<file path="src/rtl/id_ex_stage.sv">
// ID/EX pipeline register: captures decode outputs, precomputes EX forwarding selects, flags load-use hazards.
// Latency: 1 cycle from ID inputs to registered outputs; o_load_use is combinational from registered state.
// Backpressure: i_stall freezes every register; i_flush (dominates stall) loads a bubble; optional ID_EX_BUBBLE_COUNT_EN adds o_bubble_count.
module id_ex_stage #(
  parameter int NBITS         = 32,
  parameter int NBITS_REG     = 5,
  parameter int NBITS_ALUOP   = 6,
  parameter int CORTOCIRCUITO = 3
) (
  input  logic                     i_clk,
  input  logic                     i_reset,
  input  logic                     i_stall,
  input  logic                     i_flush,
  input  logic                     i_valid,
  input  logic [NBITS-1:0]         i_pc4,
  input  logic [NBITS-1:0]         i_dato_ra,
  input  logic [NBITS-1:0]         i_dato_rb,
  input  logic [NBITS-1:0]         i_extension_data,
  input  logic [NBITS_REG-1:0]     i_rs,
  input  logic [NBITS_REG-1:0]     i_rt,
  input  logic [NBITS_REG-1:0]     i_rd,
  input  logic [NBITS_ALUOP-1:0]   i_ALUOp,
  input  logic                     i_ALUSrc,
  input  logic                     i_RegDst,
  input  logic                     i_MemRead,
  input  logic                     i_MemWrite,
  input  logic                     i_RegWrite,
  input  logic                     i_MemtoReg,
  input  logic                     i_ex_mem_RegWrite,
  input  logic [NBITS_REG-1:0]     i_ex_mem_rd,
  output logic                     o_valid,
  output logic [NBITS-1:0]         o_pc4,
  output logic [NBITS-1:0]         o_dato_ra,
  output logic [NBITS-1:0]         o_dato_rb,
  output logic [NBITS-1:0]         o_extension_data,
  output logic [NBITS_REG-1:0]     o_rs,
  output logic [NBITS_REG-1:0]     o_rt,
  output logic [NBITS_REG-1:0]     o_rd_dest,
  output logic [NBITS_ALUOP-1:0]   o_ALUOp,
  output logic                     o_ALUSrc,
  output logic                     o_MemRead,
  output logic                     o_MemWrite,
  output logic                     o_RegWrite,
  output logic                     o_MemtoReg,
  output logic [CORTOCIRCUITO-1:0] o_corto_circuito_rega,
  output logic [CORTOCIRCUITO-1:0] o_corto_circuito_regb,
  output logic                     o_load_use
`ifdef ID_EX_BUBBLE_COUNT_EN
  ,
  output logic [15:0]              o_bubble_count
`endif
);

  // Forwarding select encodings seen by the EX operand muxes.
  localparam logic [CORTOCIRCUITO-1:0] FWD_REG_FILE = CORTOCIRCUITO'(0);
  localparam logic [CORTOCIRCUITO-1:0] FWD_EX_MEM   = CORTOCIRCUITO'(1);
  localparam logic [CORTOCIRCUITO-1:0] FWD_MEM_WB   = CORTOCIRCUITO'(2);

  // Everything the stage carries, kept as one packed word so bubble/hold are single assignments.
  typedef struct packed {
    logic                     valid;
    logic [NBITS-1:0]         pc4;
    logic [NBITS-1:0]         dato_ra;
    logic [NBITS-1:0]         dato_rb;
    logic [NBITS-1:0]         extension_data;
    logic [NBITS_REG-1:0]     rs;
    logic [NBITS_REG-1:0]     rt;
    logic [NBITS_REG-1:0]     rd_dest;
    logic [NBITS_ALUOP-1:0]   alu_op;
    logic                     alu_src;
    logic                     mem_read;
    logic                     mem_write;
    logic                     reg_write;
    logic                     mem_to_reg;
    logic [CORTOCIRCUITO-1:0] fwd_a;
    logic [CORTOCIRCUITO-1:0] fwd_b;
  } stage_t;

  stage_t stage_q;
  stage_t stage_d;

  logic ex_mem_hit_a;
  logic ex_mem_hit_b;
  logic mem_wb_hit_a;
  logic mem_wb_hit_b;
  logic [CORTOCIRCUITO-1:0] fwd_a_nxt;
  logic [CORTOCIRCUITO-1:0] fwd_b_nxt;
  logic stage_en;

  // The instruction in EX/MEM next cycle is the one in this stage now, so it is the most recent producer.
  function automatic logic [CORTOCIRCUITO-1:0] fwd_code(input logic ex_hit, input logic mem_hit);
    if (ex_hit) begin
      return FWD_EX_MEM;
    end else if (mem_hit) begin
      return FWD_MEM_WB;
    end
    return FWD_REG_FILE;
  endfunction

  // Compare ID source fields against the current stage producer and the EX/MEM producer; r0 never forwards.
  always_comb begin
    ex_mem_hit_a = stage_q.valid && stage_q.reg_write &&
                   (stage_q.rd_dest != '0) && (stage_q.rd_dest == i_rs);
    ex_mem_hit_b = stage_q.valid && stage_q.reg_write &&
                   (stage_q.rd_dest != '0) && (stage_q.rd_dest == i_rt);
    mem_wb_hit_a = i_ex_mem_RegWrite && (i_ex_mem_rd != '0) && (i_ex_mem_rd == i_rs);
    mem_wb_hit_b = i_ex_mem_RegWrite && (i_ex_mem_rd != '0) && (i_ex_mem_rd == i_rt);
    fwd_a_nxt    = fwd_code(ex_mem_hit_a, mem_wb_hit_a);
    fwd_b_nxt    = fwd_code(ex_mem_hit_b, mem_wb_hit_b);
  end

  // Build the next stage word: a zero bubble on flush, otherwise the ID contents with controls gated by valid.
  always_comb begin
    stage_d = '0;
    if (!i_flush) begin
      stage_d.valid          = i_valid;
      stage_d.pc4            = i_pc4;
      stage_d.dato_ra        = i_dato_ra;
      stage_d.dato_rb        = i_dato_rb;
      stage_d.extension_data = i_extension_data;
      stage_d.rs             = i_rs;
      stage_d.rt             = i_rt;
      stage_d.rd_dest        = i_RegDst ? i_rd : i_rt;
      stage_d.alu_op         = i_valid ? i_ALUOp : '0;
      stage_d.alu_src        = i_valid & i_ALUSrc;
      stage_d.mem_read       = i_valid & i_MemRead;
      stage_d.mem_write      = i_valid & i_MemWrite;
      stage_d.reg_write      = i_valid & i_RegWrite;
      stage_d.mem_to_reg     = i_valid & i_MemtoReg;
      stage_d.fwd_a          = fwd_a_nxt;
      stage_d.fwd_b          = fwd_b_nxt;
    end
  end

  // Flush must take effect even while the pipeline is frozen.
  assign stage_en = i_flush || !i_stall;

  // Stage register: reset clears, otherwise update unless stalled.
  always_ff @(posedge i_clk) begin
    if (!i_reset) begin
      stage_q <= '0;
    end else if (stage_en) begin
      stage_q <= stage_d;
    end
  end

  // Load-use: a load in EX whose destination is read by the instruction in ID.
  always_comb begin
    o_load_use = 1'b0;
    if (i_reset && stage_q.valid && stage_q.mem_read && (stage_q.rd_dest != '0) &&
        ((stage_q.rd_dest == i_rs) || (stage_q.rd_dest == i_rt))) begin
      o_load_use = 1'b1;
    end
  end

  assign o_valid               = stage_q.valid;
  assign o_pc4                 = stage_q.pc4;
  assign o_dato_ra             = stage_q.dato_ra;
  assign o_dato_rb             = stage_q.dato_rb;
  assign o_extension_data      = stage_q.extension_data;
  assign o_rs                  = stage_q.rs;
  assign o_rt                  = stage_q.rt;
  assign o_rd_dest             = stage_q.rd_dest;
  assign o_ALUOp               = stage_q.alu_op;
  assign o_ALUSrc              = stage_q.alu_src;
  assign o_MemRead             = stage_q.mem_read;
  assign o_MemWrite            = stage_q.mem_write;
  assign o_RegWrite            = stage_q.reg_write;
  assign o_MemtoReg            = stage_q.mem_to_reg;
  assign o_corto_circuito_rega = stage_q.fwd_a;
  assign o_corto_circuito_regb = stage_q.fwd_b;

`ifdef ID_EX_BUBBLE_COUNT_EN
  logic        bubble_event;
  logic [15:0] bubble_count_q;

  // A bubble enters EX on a flush or on an unstalled load of an empty ID slot.
  assign bubble_event = i_flush || (!i_stall && !i_valid);

  // Saturating count of bubbles inserted since reset.
  always_ff @(posedge i_clk) begin
    if (!i_reset) begin
      bubble_count_q <= '0;
    end else if (bubble_event && (bubble_count_q != 16'hFFFF)) begin
      bubble_count_q <= bubble_count_q + 16'd1;
    end
  end

  assign o_bubble_count = bubble_count_q;
`endif

endmodule
</file>
<file path="config.mk">
export PLATFORM = sky130hd
export DESIGN_NAME = id_ex_stage
export DESIGN_NICKNAME = d
export VERILOG_FILES = /design/src/rtl/id_ex_stage.sv
export SDC_FILE = /design/constraint.sdc
export NUM_CORES = 1
export LEC_CHECK = 0
export ABC_AREA = 1
export CORE_MARGIN = 3
export CORE_UTILIZATION = 37
export CTS_CLUSTER_DIAMETER = 150
export DETAILED_ROUTE_END_ITERATION = 12
export HOLD_SLACK_MARGIN = 0.05
export PLACE_DENSITY = 0.77
export SLEW_MARGIN = 20
export SYNTH_ARGS = -nofsm -noshare
export SYNTH_HDL_FRONTEND = slang
export SYNTH_SLANG_ARGS = --single-unit
</file>
<file path="constraint.sdc">
create_clock -name i_clk -period 1.4 [get_ports i_clk]
set_input_delay 0.28 -clock i_clk [delete_from_list [all_inputs] [get_ports i_clk]]
set_output_delay 0.28 -clock i_clk [all_outputs]
set_load 0.05 [all_outputs]
</file>
======== After elaboration in Yosys (flattened, before gate mapping) ========
Index checks and enable logic that the tools add are counted.
word-level totals
  input port bits ......................... 166
  bits in registers ....................... 161
operators by class
  reduce and logical (&&, ||, !) cells .... 16
  equality and inequality tests ........... 4
  muxes and demuxes ....................... 14
  bitwise operators ....................... 5
operator list
  kind                 number
  two-way mux 161 bit  1
  == test 5 bit        4
  two-way mux 3 bit    6
  logical AND 1 bit    11
  nonzero test 5 bit   2
  two-way mux 6 bit    1
  AND 1 bit            5
  two-way mux 1 bit    5
  two-way mux 5 bit    1
  logical OR 1 bit     2
  zero test 1 bit      1

======== Logic depth before layout (Yosys ltp) ========
  depth after elaboration ................. 7
  gate-level depth with buffers ........... 8

======== Worst setup path after synthesis ========
Ideal clock, no wire load.
  path type ............................... register -> output
  start ................................... register stage_q, in the netlist o_rd_dest[1]
  end ..................................... output port o_load_use
  stages on the path, launching flop included .. 6
  setup slack ............................. -672 ps
  arrival ................................. 1792 ps
  cell sequence ........................... dfxtp_1 -> xnor2_1 -> nand2_1 -> nor2_1 -> a21oi_1 -> nor2_1
between the ends
  cells in the longest elaborated chain, start to end .. 4
  elaborated cells between the ends (all ways) .. 7
  those cells by class .................... eq/ne: 2; mux: 1; reduce/logical: 4
RTL lines
  item                                                   line      source
  start: declaration                                     79        stage_t stage_q;
  start signal: assignment                               143       stage_q <= stage_d;
  == test 5 bit or nonzero test 5 bit (tied branches)    151, 150
  logical OR 1 bit or logical AND 1 bit (tied branches)  151, 150
  logical AND 1 bit (*)                                  150       if (i_reset && stage_q.valid && stage_q.mem_read && (stage_q.rd_dest != '0) &&
  two-way mux 1 bit (*)                                  150
  end: declaration                                       47        output logic o_load_use
Mark *: on every way between the ends. The rest lies on a longest branch, timed or not.

======== Worst setup path after layout ========
  start ................................... register stage_q, in the netlist o_rd_dest[2]
  end ..................................... output port o_load_use
The elaborated chain is that of the path after synthesis.

==> flow_metrics.tcl <==
set metrics [dict create \
    worst-path-buf-inv 2 \
    clock_latency_ns 0.42 \
    cts_tree "done" \
    place_inst 991 \
    fmax_ghz 0.534 \
    finalNonFillerCells 1030 \
    end_kind "output pin" \
    crit_type "reg2out" \
    slew-limit-headroom 0.484 \
    p_switching_mw 3.14 \
    ir_drop_mv 0.681 \
    synth_top_area_frac 0.577 \
    yosys-top-cells-count "159 x dfxtp_1, 137 x a32o_1, 44 x nand2_1" \
    synth_area_um2 5520 \
    antenna_found_initial 0 \
    fin_ws_ns -0.471 \
    violations "setup timing" \
    clock_path_buffers 2 \
    grt_usage 0.263 \
    gr-total-overflow 0 \
    die_x_um 128 \
    async_reset_ff_frac 0 \
    antenna_left 0 \
    vias_per_cell 5.65 \
    dr.first_iter.drc_count 398 \
    cap_violations 0 \
    status "finished, violations left" \
    drt-wirelength-per-cell_um 23.1 \
    cp_top_family "simple AND/OR/NAND/NOR gates" \
    finClkSkew_ns 0.00428 \
    cpMaxStageDelayCell "dfxtp_4" \
    die_h_um 128 \
    finalPower_mw 12.0 \
    cts_hold_buf 0 \
    grt_first_pass_wirelength_um 33400 \
    grt_max_degree 75 \
    leakagePower_nw 4.51 \
    syn_area_per_cell_um2 11.1 \
    cts.htree.levels 4 \
    synth.distinct_cells 23 \
    cellPowerDensity_nw_per_um2 1030 \
    clkTransAtPathRegs_ns 0.06 \
    critPathMaxFanout 5 \
    grt_pass1_vias 5912 \
    drc 0 \
    firstDrtPassIters 5 \
    setup_viol 1 \
    hold_slack_ns 0.175 \
    worstPathCellList "inv_2 -> nand2_2 -> nand2_2 -> nand3_4 -> nor2_4 -> a21oi_2 -> nor2_4 -> buf_12" \
    ys_top_cells_by_area "dfxtp_1 58%, a32o_1 25%, nand2_1 3.0%, inv_1 1.8%, buf_4 1.5%" \
    wirelength_um 23800 \
    layout-drive-gt1-share 0.314 \
    slowest_delay_ns 0.37 \
    synth_top_cell_by_area "dfxtp_1" \
    rows 43 \
    pwr-share-clk 0.408 \
    min_period_ns 1.87 \
    coreArea_um2 14200 \
    seqPwrFrac 0.404 \
    io_pins 328 \
    period_share 1.34 \
    swShare 0.262 \
    crit_arrival_ns 1.59 \
    ys_dominant_reg_cell "dfxtp_1" \
    synth-edff-count 0 \
    cp.required_ns 1.12 \
    hp-class "in2reg" \
    hold_violations 0 \
    p_int_mw 8.83 \
    tightest_slew_ns 0.774 \
    rsz0062_at_grt "true" \
    cts_buffers 17 \
    maxSlewViolCount 0 \
    cts_sinks 159 \
    place.gp.congestion 0.825 \
    io_buffers 325 \
    ys_ff_latch 159 \
    synth_warnings 0 \
    seq_area_frac_synth 0.577 \
    via_count 5824 \
    post-synth-top-count-cell "dfxtp_1" \
    antenna_cells 0 \
    design.die.area_um2 16400 \
    power_frac_comb 0.188 \
    cts_root_buffer "clkbuf_16" \
    netlist_instances 498 \
    areaGrowthSynthToFinish_pct 110 \
    nNetsFinal 1003 \
    initial_utilization 0.388 \
    place_ws_ns -0.463 \
    hpwlAfterDp_um 16200 \
    setup.worst_path.start_class "register" \
]
-- through the flow --
stage	utilization	cell area, um^2	TNS [ns]
4_1_cts	0.805	11400	-0.463
2_1_floorplan	-	5560	-0.0270
5_1_grt	0.817	11600	-0.541
3_5_place_dp	0.757	10800	-55.80
3_3_place_gp	0.757	10800	-49.49
6_report	0.817	11600	-0.471
-- what timing repair did --
| item | in CTS | in global routing |
|---|---|---|
| cloned | 0 | 3 |
| buffers inserted | 3 | 1 |
| setup endpoints to repair | 1 | 74 |
| pin swaps | 7 | 9 |
| resized for setup | 10 | 17 |
-- state kept, by name (all words and copies together), names as in the netlist --
name / cells
o_ALUOp: 6
o_rs: 5
o_MemWrite: 1
o_RegWrite: 1
o_corto_circuito_regb: 2
o_pc4: 32
o_ALUSrc: 1
o_valid: 1
o_MemtoReg: 1
o_corto_circuito_rega: 2
o_extension_data: 32
o_rd_dest: 5
o_rt: 5
o_dato_ra: 32
o_MemRead: 1
o_dato_rb: 32
-- power groups by stage --
| stage | Clock, mW | Combinational (mW) | Sequential [mW] |
|---|---|---|---|
| global route | 5.14 | 2.34 | 4.85 |
| floorplan | 0 | 0.411 | 5.34 |
| global placement | 0 | 2.11 | 4.91 |
| detailed placement | 0 | 2.16 | 4.93 |
| CTS | 4.91 | 2.19 | 4.83 |
| finish | 4.88 | 2.26 | 4.83 |
-- worst min-delay path, stage by stage --
cell	delay (ns)
buf_4	0.15
nand3_1	0.08
nand2_1	0.04
-- placed cells by master, fill, tap and decap left out, types with 10 or more instances in the layout --
cell             instances
nand2_1                 39
buf_4                   34
dfxtp_1                152
nor2_1                  14
buf_12                 165
inv_1                   25
a32o_1                 137
o21ai_0                 10
clkdlybuf4s50_1        161
clkbuf_16               20
-- routing by layer --
metal / routed length [um] / vias to the layer above / GRT usage / share of wire
met1: 8020 / 2844 / 0.280 / 0.34
met3: 2250 / 45 / 0.101 / 0.095
met5: 0 / - / 0 / 0
met4: 658 / 0 / 0.0930 / 0.028
li1: - / 2589 / - / -
met2: 12900 / 346 / 0.472 / 0.54
-- cells by family (layout without fill, tap and decap cells) --
kind of cell,count (synthesis),in the layout,synth area share
AO/OA/AOI/OAI,167,167,0.277
XOR/XNOR,10,10,0.0159
buffers and inverters,81,432,0.0658
flip-flops,159,159,0.577
multiplexers,2,2,0.00363
other,1,2,0.000680
AND/OR/NAND/NOR,78,78,0.0599
-- cell type report --
class	count	area [um^2]
clock inverters	11	154
fillers	765	2600
inverters	30	115
repair buffers	370	5360
flip-flops and latches	159	3200
clock buffers	21	470
multi-input cells	259	2080
well taps	180	225
-- final timing paths --
check                                   startpoint                                     to  slack, ns  depth (start not counted)
max                      o_rd_dest[2]$_SDFFE_PN0P_                             o_load_use      -0.47                          8
min                                        i_reset                   o_valid$_SDFFE_PN0P_       0.17                          3
max reg2reg              o_rd_dest[2]$_SDFFE_PN0P_  o_corto_circuito_rega[1]$_SDFFE_PN0P_       0.07                         10
min reg2reg  o_corto_circuito_rega[1]$_SDFFE_PN0P_  o_corto_circuito_rega[1]$_SDFFE_PN0P_       0.50                          2
No activity file was read; power rests on OpenSTA's default activity.
